===== src/rtl/sid_i2s_out_if.sv =====
// rtl/sid_i2s_out_if.sv - sample input and I2S/status outputs of sid_i2s_out
interface sid_i2s_out_if;
  logic        CLKen;
  logic [15:0] SAMPLE;
  logic        I2S_BCLK;
  logic        I2S_LRCLK;
  logic        I2S_DATA;
  logic        SAMPLE_STB;
  logic        OVERRUN;
  logic        UNDERRUN;

  modport master (
    output CLKen, SAMPLE,
    input  I2S_BCLK, I2S_LRCLK, I2S_DATA, SAMPLE_STB, OVERRUN, UNDERRUN
  );

  modport slave (
    input  CLKen, SAMPLE,
    output I2S_BCLK, I2S_LRCLK, I2S_DATA, SAMPLE_STB, OVERRUN, UNDERRUN
  );
endinterface


===== src/rtl/sid_i2s_out.sv =====
// rtl/sid_i2s_out.sv - box-car decimator with single-entry hold feeding a free-running I2S transmitter
module sid_i2s_out #(
  parameter int DECIM_LOG2 = 5,
  parameter int BCLK_DIV   = 4
) (
  input  logic         CLK,
  input  logic         RSTn,
  sid_i2s_out_if.slave bus
);
  localparam int ACC_W = 16 + DECIM_LOG2;
  localparam int DIV_W = (BCLK_DIV > 1) ? $clog2(BCLK_DIV) : 1;
  localparam logic [DIV_W-1:0] DIV_LAST = DIV_W'(BCLK_DIV - 1);

  logic signed [ACC_W-1:0] acc;
  logic [DECIM_LOG2-1:0]   tick;
  logic [15:0]             hold;
  logic [15:0]             word;
  logic                    valid;
  logic [DIV_W-1:0]        div;
  logic [5:0]              bit_cnt;
  logic                    bclk;
  logic                    lrclk;
  logic                    data;
  logic                    stb;
  logic                    ovr;
  logic                    udr;

  logic signed [ACC_W-1:0] acc_sum;
  logic [15:0]             avg;
  logic                    term;
  logic                    div_wrap;
  logic                    fall;
  logic                    load;
  logic [5:0]              bit_nxt;
  logic [4:0]              slot_pos;
  logic                    ser_bit;

  always_comb begin
    acc_sum  = acc + {{DECIM_LOG2{bus.SAMPLE[15]}}, bus.SAMPLE};
    avg      = 16'(acc_sum >>> DECIM_LOG2);
    term     = bus.CLKen && (tick == '1);
    div_wrap = (div == DIV_LAST);
    fall     = div_wrap && bclk;
    load     = fall && (bit_cnt == 6'd63);
    bit_nxt  = bit_cnt + 6'd1;
    slot_pos = bit_nxt[4:0];
    // Slot positions 1..16 carry the word MSB first; position 0 is the I2S one-bit delay.
    ser_bit  = 1'b0;
    if ((slot_pos != 5'd0) && (slot_pos <= 5'd16)) begin
      ser_bit = word[4'(5'd16 - slot_pos)];
    end
  end

  always_ff @(posedge CLK or negedge RSTn) begin
    if (!RSTn) begin
      acc     <= '0;
      tick    <= '0;
      hold    <= '0;
      word    <= '0;
      valid   <= 1'b0;
      div     <= '0;
      bit_cnt <= 6'd63;
      bclk    <= 1'b0;
      lrclk   <= 1'b0;
      data    <= 1'b0;
      stb     <= 1'b0;
      ovr     <= 1'b0;
      udr     <= 1'b0;
    end else begin
      stb <= 1'b0;
      ovr <= 1'b0;
      udr <= 1'b0;

      if (bus.CLKen) begin
        tick <= tick + 1'b1;
        if (term) begin
          acc  <= '0;
          hold <= avg;
          stb  <= 1'b1;
          ovr  <= valid && !load;
        end else begin
          acc <= acc_sum;
        end
      end

      // A terminal tick on the load cycle refills the hold, so valid stays set.
      if (term) begin
        valid <= 1'b1;
      end else if (load) begin
        valid <= 1'b0;
      end

      div <= div_wrap ? '0 : div + 1'b1;
      if (div_wrap) begin
        bclk <= ~bclk;
      end

      if (fall) begin
        bit_cnt <= bit_nxt;
        lrclk   <= bit_nxt[5];
        data    <= ser_bit;
        if (load) begin
          if (valid) begin
            word <= hold;
          end else begin
            udr <= 1'b1;
          end
        end
      end
    end
  end

  assign bus.I2S_BCLK   = bclk;
  assign bus.I2S_LRCLK  = lrclk;
  assign bus.I2S_DATA   = data;
  assign bus.SAMPLE_STB = stb;
  assign bus.OVERRUN    = ovr;
  assign bus.UNDERRUN   = udr;
endmodule


===== src/flat_wrapper.sv =====
// flat-port wrapper written by rule: the top's interface ports become plain ports
module sid_i2s_out_flat 
#(
  parameter int DECIM_LOG2 = 5,
  parameter int BCLK_DIV   = 4
)
  (CLK, RSTn, bus_CLKen, bus_SAMPLE, bus_I2S_BCLK, bus_I2S_LRCLK, bus_I2S_DATA, bus_SAMPLE_STB, bus_OVERRUN, bus_UNDERRUN);
  sid_i2s_out_if bus_i ();
  input  logic CLK;
  input  logic RSTn;
  input wire logic [$bits(bus_i.CLKen)-1:0] bus_CLKen;
  input wire logic [$bits(bus_i.SAMPLE)-1:0] bus_SAMPLE;
  output wire logic [$bits(bus_i.I2S_BCLK)-1:0] bus_I2S_BCLK;
  output wire logic [$bits(bus_i.I2S_LRCLK)-1:0] bus_I2S_LRCLK;
  output wire logic [$bits(bus_i.I2S_DATA)-1:0] bus_I2S_DATA;
  output wire logic [$bits(bus_i.SAMPLE_STB)-1:0] bus_SAMPLE_STB;
  output wire logic [$bits(bus_i.OVERRUN)-1:0] bus_OVERRUN;
  output wire logic [$bits(bus_i.UNDERRUN)-1:0] bus_UNDERRUN;
  assign bus_i.CLKen = bus_CLKen;
  assign bus_i.SAMPLE = bus_SAMPLE;
  assign bus_I2S_BCLK = bus_i.I2S_BCLK;
  assign bus_I2S_LRCLK = bus_i.I2S_LRCLK;
  assign bus_I2S_DATA = bus_i.I2S_DATA;
  assign bus_SAMPLE_STB = bus_i.SAMPLE_STB;
  assign bus_OVERRUN = bus_i.OVERRUN;
  assign bus_UNDERRUN = bus_i.UNDERRUN;
  sid_i2s_out #(.DECIM_LOG2(DECIM_LOG2), .BCLK_DIV(BCLK_DIV)) u_core (.CLK(CLK), .RSTn(RSTn), .bus(bus_i));
endmodule

===== config.mk =====
export PLATFORM = sky130hd
export DESIGN_NAME = sid_i2s_out_flat
export DESIGN_NICKNAME = d
export VERILOG_FILES = /design/src/rtl/sid_i2s_out_if.sv /design/src/rtl/sid_i2s_out.sv /design/src/flat_wrapper.sv
export SDC_FILE = /design/constraint.sdc
export NUM_CORES = 1
export LEC_CHECK = 0
export ABC_AREA = 1
export CAP_MARGIN = 20
export CORE_UTILIZATION = 40
export CTS_CLUSTER_DIAMETER = 200
export DETAILED_ROUTE_END_ITERATION = 12
export GPL_TIMING_DRIVEN = 0
export PLACE_DENSITY = 0.64
export SLEW_MARGIN = 20
export SYNTH_ARGS = -nofsm -noshare
export SYNTH_HDL_FRONTEND = slang
export SYNTH_SLANG_ARGS = --single-unit

===== constraint.sdc =====
create_clock -name CLK -period 4.3 [get_ports CLK]
set_input_delay 0.645 -clock CLK [delete_from_list [all_inputs] [get_ports CLK]]
set_output_delay 0.645 -clock CLK [all_outputs]
set_load 0.02 [all_outputs]

# == Yosys cells after proc, flatten, opt, wreduce, memory -nomap -nowiden ==
# Cells that the tools add are included.
# classes
addsub,5
n_lt_le_gt_ge,2
eq_ne,3
mux,14
bitwise_logic,1
n_reduce_logical,10
# ops
operator,count
adder 21 bit,1
two-way mux 21 bit,1
two-way mux 1 bit,11
adder 6 x 1 -> 6 bit (second input constant),1
equality test 6 bit (second input constant),1
adder 5 x 1 -> 5 bit (second input constant),1
equality test 5 bit (second input constant),1
<= comparator 5 bit (second input constant),1
logical AND 1 bit,5
less-than comparator 4 x 5 -> 1 bit (second input constant),1
nonzero test 5 bit,1
binary-select mux 1 bit (select 4 bit),1
subtractor 1 x 4 -> 4 bit (first input constant),1
AND reduction 3 bit,1
adder 2 x 1 -> 2 bit (second input constant),1
equality test 2 bit (second input constant),1
two-way mux 2 bit,1
AND reduction 2 bit,1
nonzero test 2 bit,1
zero test 1 bit,1
inverter 1 bit,1
# totals
ff_bits,73
input_bits,19
output_inout_bits,6
wordCells,48

# == Depth between registers and ports, before layout ==
# Gate-level depths: netlist (run 1).
# depth
word_depth,7
depth_mapped,13

# == Worst setup path before layout (run 1) ==
# OpenSTA, ideal clock, no wires.
# synth_path
kind,input to register
start,in bus_SAMPLE[0]
end,reg u_core.hold[7]
setup_ns,0.126
t_arrival_ns,1.959
t_required_ns,4.174
slack_ns,2.215
stages,13
cell_sequence,ha_1 -> inv_1 -> fa_1 -> inv_1 -> nand3_1 -> nand3_1 -> nand2_1 -> nand2_1 -> nand2_1 -> nand2_1 -> nand2_1 -> nand3_1 -> o21ai_0
# synth_via
elab_chain_cells,1
# synth_lines
item,line,text
start: declaration,flat_wrapper.sv:12,input wire logic [$bits(bus_i.SAMPLE)-1:0] bus_SAMPLE;
adder 21 bit,sid_i2s_out.sv:39,"acc_sum = acc + {{DECIM_LOG2{bus.SAMPLE[15]}}, bus.SAMPLE};"
end signal: assignment,sid_i2s_out.sv:78,hold <= avg;
end: declaration,sid_i2s_out.sv:16,logic [15:0] hold;
# No other way between the ends.
# A chain may end at the register's enable or synchronous reset.

# == Worst setup path in the final report (run 1) ==
# layout_path
start,in bus_SAMPLE[0]
end,reg u_core.acc[12]
# layout_via
elab_chain_cells,2
# layout_lines
item,line,text
adder 21 bit,sid_i2s_out.sv:39,
two-way mux 21 bit,sid_i2s_out.sv:76,if (term) begin
end signal: assignment,sid_i2s_out.sv:82,acc <= acc_sum;
end: declaration,sid_i2s_out.sv:14,logic signed [ACC_W-1:0] acc;
# No other way between the ends.

==> reports/results.txt, run 1 <==
share of synthesized area occupied by flip-flops and latches: 0.4248
pre-CTS setup slack: 1.417 ns
longest individual stage delay on the worst path: 0.46 ns
maximum resistive drop on vdd: 0.2597 mV
top routing layer used: met4
largest fanout on the critical path: 3
Antenna Cells: 0
number of buffers inserted to repair setup after CTS: 0
maximum level of the CTS H-tree: 3
result of the run: finished clean
synthesized area per cell: 7.711 sq um
pin count of the biggest net entering global routing: 41
Buffers on Ports: 23
area added between synthesis and finish: 14.72%
cell count after placement: 720
number of buffers added to fix hold violations after cts: 0
number of setup violations in the final report: 0
Floorplan Core Area: 10,420 sq um
flip-flop cell with the highest count after synthesis: dfrtp_1
Pleak: 2.616 nW
cell types occupying the most area after synthesis: dfrtp_1, nand2_1, ha_1
gr ovfl total: 0
number of antenna violations at the first check in global routing: 0
Fin Hold WS: 0.2242 ns
clock-pin slew reported for the worst setup and hold paths after clock tree synthesis: 0.08 ns
vias in the first global route: 3,690
total length of routed met2 wires: 4851 um
Max Cap Violations: 0
number of synthesized flops with an enable pin: 0
layout cell share with drive strength beyond 1: 0.08000
cell at the root of the clock tree: clkbuf_8
Global Route Usage Sum: 0.1941
portion of synthesized cell area occupied by the leading cell type: 0.3883
setup slack after layout: 1.793 ns
drt initial violations: 175
launching element type of the critical path: input port
most common cell in the netlist: nand2_1
max-slew violation total from the final report: 0
clk buf depth: 2
die span in y: 105.9 um
setup TNS: 0 ns
data required time at the worst endpoint: 4.54 ns
path type of the worst setup path: in -> reg
wire length of the first global-routing pass: 17,130 um
die width: 105.9 um
number of nets in the layout: 639
wire length per cell after detailed routing: 13.31 um
global placement routability congestion: 0.9212
min Tclk post-route: 2.507 ns
via count normalized by instance count: 4.908
Pre-Repair DR Iteration Count: 4
Yosys top cell by area: dfrtp_1
half-perimeter wire length after detailed placement: 7585 um
clock sink count: 73
post-synthesis instance area: 4318 sq um
Most common cell on crit path: nand2_1
setup repair after global routing missed its margin: false
sequence of cells on the critical path: clkdlybuf4s50_1 -> ha_1 -> inv_1 -> fa_1 -> inv_1 -> nand3_1 -> nand3_1 -> nand2_1 -> nand2_1 -> nand2_1 -> nand2_1 -> nand2_1 -> nand3_1 -> nand2_1
Remaining DRCs: 0
Post-synth ARST share: 1.000
number of core rows: 37
overall power: 2.733 mW
Commonest cells post-synth: nand2_1, dfrtp_1, inv_1
maximum clock frequency: 398.9 MHz
wirelength, routed: 9794 um
source-to-sink clock delay at the later pin of the worst-skew pair: 0.35 ns
type of destination of the critical path: flip-flop
DRT met1 WL: 4536 um
final critical-path share of the clock period: 0.5830
worst clock skew on the final layout: 0.006589 ns
Max transition margin: 0.6507
number of instances in the synthesized netlist: 560
Critical-path top delay cell: clkdlybuf4s50_1
antenna violation net count after detailed routing: 0
number of clock buffers inserted by TritonCTS: 9
I/O pin count: 25
total length of routed met3 wires: 328 um
arrival time reported for the critical path endpoint: 2.75 ns
# resized after CTS: 0
total of warnings raised by yosys: 0
net count after synthesis: 604
count of different cell masters after synthesis: 34
CTS tree: yes
Die ar.: 11,210 sq um
number of synthesized register bits: 73
transition time at the pin with the least slew margin: 0.5240 ns
non-filler instance count after layout: 736
hold crit path type: in -> async
DR vias: 3,612
initial core utilization: 0.4145
power density over the cells: 551.7 nW/um^2
hold violation count in the final report: 0
logic make-up after synthesis:
group                    after synthesis  share of synthesized area
AO/OA/AOI/OAI                         47                    0.05883
XOR/XNOR                              13                    0.02637
adder cells (fa/ha/maj)               25                    0.07418
buffers and inverters                 73                    0.06607
flip-flops                            73                     0.4248
multiplexers                          11                    0.03738
AND/OR/NAND/NOR                      318                     0.3124
worst paths after layout:
path                                      from        endpoint  slack, ns  depth (start not counted)
min in group CLK                 u_core.div[0]   u_core.div[0]       0.43                          1
max in group asynchronous                 RSTn  u_core.acc[11]       3.52                          2
worst min register to register   u_core.div[0]   u_core.div[0]       0.43                          1
worst max register to register  u_core.tick[0]  u_core.acc[14]       2.18                          7
worst min-delay path                      RSTn   u_core.div[1]       0.22                          1
worst max-delay path             bus_SAMPLE[0]  u_core.acc[12]       1.79                         14
area by class of cell:
type | instances | area, sq um
Buffer | 8 | 41.29
Clock inverter | 6 | 90.09
Sequential cell | 73 | 1834
Clock buffer | 10 | 127.6
Timing Repair Buffer | 24 | 247.7
Multi-Input combinational cell | 414 | 2198
Inverter | 65 | 244.0
Fill cell | 1073 | 5463
Tap cell | 136 | 170.2
power breakdown:
part	switching, mW	internal [mW]	leakage [nW]
registers	0.0867	0.836	0.923
logic	0.756	0.447	1.59
clock network	0.277	0.330	0.107
total	1.12	1.61	2.62
layout by cell type (no fill, tap or decap), types with 6 or more instances in the layout:
cell type	n
o21ai_0	20
clkdlybuf4s50_1	22
nand2_1	201
ha_1	24
dfrtp_1	67
nand3_1	43
nand4_1	7
inv_1	63
clkbuf_8	9
nand3b_1	11
nor2_1	40
xnor2_1	9
dfstp_2	6
mux2_4	10
a21oi_1	15
per-stage QoR:
step	instance area (sq um)	utilization
2_1_floorplan	4318	-
3_3_place_gp	4718	0.4530
3_5_place_dp	4736	0.4547
4_1_cts	4954	0.4756
5_1_grt	4954	0.4756
6_report	4954	0.4756
registers in the layout (all words and copies together), names as in the netlist:
name	cells
u_core.word	16
u_core.acc	21
u_core.valid	1
u_core.bus.SAMPLE_STB	1
u_core.bus.I2S_DATA	1
u_core.bus.I2S_LRCLK	1
u_core.div	2
u_core.bus.OVERRUN	1
u_core.bus.UNDERRUN	1
u_core.tick	5
u_core.hold	16
u_core.bus.I2S_BCLK	1
u_core.bit_cnt	6
worst max-delay path: cells and delay by family:
family | cells | cell delay (ns)
fa+ha+maj | 2 | 0.62
buf+inv | 3 | 0.63
simple gates | 9 | 0.86
metal layers:
layer / GRT usage / vias to the layer above
met4: 0.04663 / 0
met3: 0.04108 / 8
met5: 0 / -
li1: - / 1868
met1: 0.2413 / 1683
met2: 0.3427 / 53
No activity file was read; power rests on OpenSTA's default activity.
==> run 2: changes to the inputs <==
--- a/config.mk
+++ b/config.mk
@@ -11,7 +11,7 @@
 export CTS_CLUSTER_DIAMETER = 200
 export DETAILED_ROUTE_END_ITERATION = 12
 export GPL_TIMING_DRIVEN = 0
-export PLACE_DENSITY = 0.64
+export PLACE_DENSITY = 0.66
 export SLEW_MARGIN = 20
 export SYNTH_ARGS = -nofsm -noshare
 export SYNTH_HDL_FRONTEND = slang
==> constraint.sdc (replaced) <==
create_clock -name CLK -period 2.3 [get_ports CLK]
set_input_delay 0.345 -clock CLK [delete_from_list [all_inputs] [get_ports CLK]]
set_output_delay 0.345 -clock CLK [all_outputs]
set_load 0.02 [all_outputs]
==> reports/results.txt, run 2 (same netlist as run 1, synthesis figures left out) <==
transition time at the pin with the least slew margin: 0.5953 ns
area added between synthesis and finish: 15.16%
Fin Hold WS: 0.2854 ns
setup repair after global routing missed its margin: false
hold violation count in the final report: 0
portion of total power attributed to combinational logic: 0.452
number of antenna violations at the first check in global routing: 0
via count normalized by instance count: 4.948
antenna violation net count after detailed routing: 0
Internal Pwr Total: 2.933 mW
clock sink count: 73
worst clock skew on the final layout: 0.01411 ns
die span in y: 105.9 um
layout cell share with drive strength beyond 1: 0.08819
launching element type of the critical path: input port
CTS tree: yes
setup slack after layout: 0.1784 ns
result of the run: finished clean
clock-pin slew reported for the worst setup and hold paths after clock tree synthesis: 0.08 ns
arrival time reported for the critical path endpoint: 2.36 ns
number of setup violations in the final report: 0
proportion of power drawn by flip-flops and latches: 0.341
total length of routed met2 wires: 4799 um
final critical-path share of the clock period: 0.9224
top routing layer used: met4
wire length of the first global-routing pass: 16,970 um
half-perimeter wire length after detailed placement: 7507 um
Buffers on Ports: 23
clk buf depth: 2
max-slew violation total from the final report: 0
wirelength, routed: 9870 um
number of clock buffers inserted by TritonCTS: 9
Pleak: 2.627 nW
Remaining DRCs: 0
Max Cap Violations: 0
pre-CTS setup slack: -0.3355 ns
DR vias: 3,647
Global Route Usage Sum: 0.1921
Top reg by flops: u_core.acc
power density over the cells: 1018 nW/um^2
Floorplan Core Area: 10,420 sq um
global placement routability congestion: 0.9214
Pre-Repair DR Iteration Count: 4
slack of the worst reg-to-reg path: 0.18 ns
maximum resistive drop on vdd: 0.5566 mV
vias in the first global route: 3,681
pin count of the biggest net entering global routing: 40
cell at the root of the clock tree: clkbuf_8
DRT met1 WL: 4623 um
Max transition margin: 0.6031
maximum level of the CTS H-tree: 3
Die ar.: 11,210 sq um
source-to-sink clock delay at the later pin of the worst-skew pair: 0.35 ns
number of nets in the layout: 640
commonest cells after routing, fill and taps aside: nand2_1, dfrtp_1, inv_1, nand3_1, nor2_1
Hold Startpoint: bus_CLKen
data required time at the worst endpoint: 2.54 ns
die width: 105.9 um
path type of the worst setup path: in -> reg
type of destination of the critical path: flip-flop
largest fanout on the critical path: 3
switching power: 2.127 mW
critical register-to-register path startpoint: u_core.tick[0]
drt initial violations: 179
commonest non-fill, non-tap cell in the layout: nand2_1
min Tclk post-route: 2.122 ns
number of core rows: 37
I/O pin count: 25
gr ovfl total: 0
share of power burned in the clock network: 0.208
wire length per cell after detailed routing: 13.39 um
max FFs per register: 21
hold crit path type: in -> reg
initial core utilization: 0.4145
Antenna Cells: 0
switching portion of total power: 0.4204
number of buffers inserted to repair setup after CTS: 0
critical path startpoint: bus_SAMPLE[0]
maximum clock frequency: 471.4 MHz
Regs by FF count: u_core.acc: 21 flops, u_core.hold: 16 flops, u_core.word: 16 flops
total length of routed met3 wires: 292 um
-- run 2: routing by layer --
layer / global-route usage / vias to the layer above
met4: 0.05159 / 0
li1: - / 1861
met1: 0.2407 / 1718
met3: 0.04047 / 11
met2: 0.3347 / 57
met5: 0 / -
-- run 2: what timing repair did --
item / in CTS / in global routing
resized for setup: 0 / 5
endpoints found under the setup margin: 0 / 5
hold endpoints to repair: 28 / 0
hold buffers: 1 / 0
-- run 2: metrics by stage --
stage | total power [mW] | setup TNS [ns] | cell area, sq um | utilization | instances
after floorplan | 3.436 | 0 | 4318 | - | 560
after global placement | 3.914 | -114.29 | 4718 | 0.4530 | 719
after detailed placement | 3.978 | -2.491 | 4736 | 0.4547 | 720
after CTS | 5.053 | 0 | 4947 | 0.4750 | 737
after global routing | 5.510 | 0 | 4972 | 0.4774 | 737
final | 5.060 | 0 | 4972 | 0.4774 | 737
-- run 2: final cells by class --
class / count / area (sq um)
plain buffers: 8 / 41.29
clock inverters: 7 / 77.57
repair buffers: 25 / 260.3
flip-flops and latches: 73 / 1834
fillers: 1043 / 5444
inverters: 65 / 244.0
well taps: 136 / 170.2
multi-input cells: 414 / 2221
clock buffers: 9 / 123.9
-- run 2: final timing paths --
path,cells past startpoint,endpoint
max in group asynchronous,3,u_core.hold[1]
max,14,u_core.acc[12]
max reg2reg,7,u_core.acc[12]
min reg2reg,1,u_core.div[0]
min,2,u_core.tick[0]
min in group asynchronous,2,u_core.div[0]
-- run 2: critical path, stage by stage --
cell,delay [ns]
clkdlybuf4s50_1,0.46
ha_1,0.20
inv_1,0.07
fa_2,0.38
inv_1,0.10
nand3_1,0.08
nand3_2,0.13
nand2_1,0.08
nand2_2,0.09
nand2_1,0.08
nand2_1,0.07
nand2_1,0.07
nand3_1,0.12
nand2_1,0.08
-- run 2: power by group through the flow --
stage	logic [mW]	registers [mW]	clock network [mW]
5_1_grt	2.63	1.75	1.13
2_1_floorplan	1.73	1.71	0
3_5_place_dp	2.24	1.74	0
4_1_cts	2.25	1.72	1.08
6_report	2.29	1.72	1.05
3_3_place_gp	2.18	1.73	0
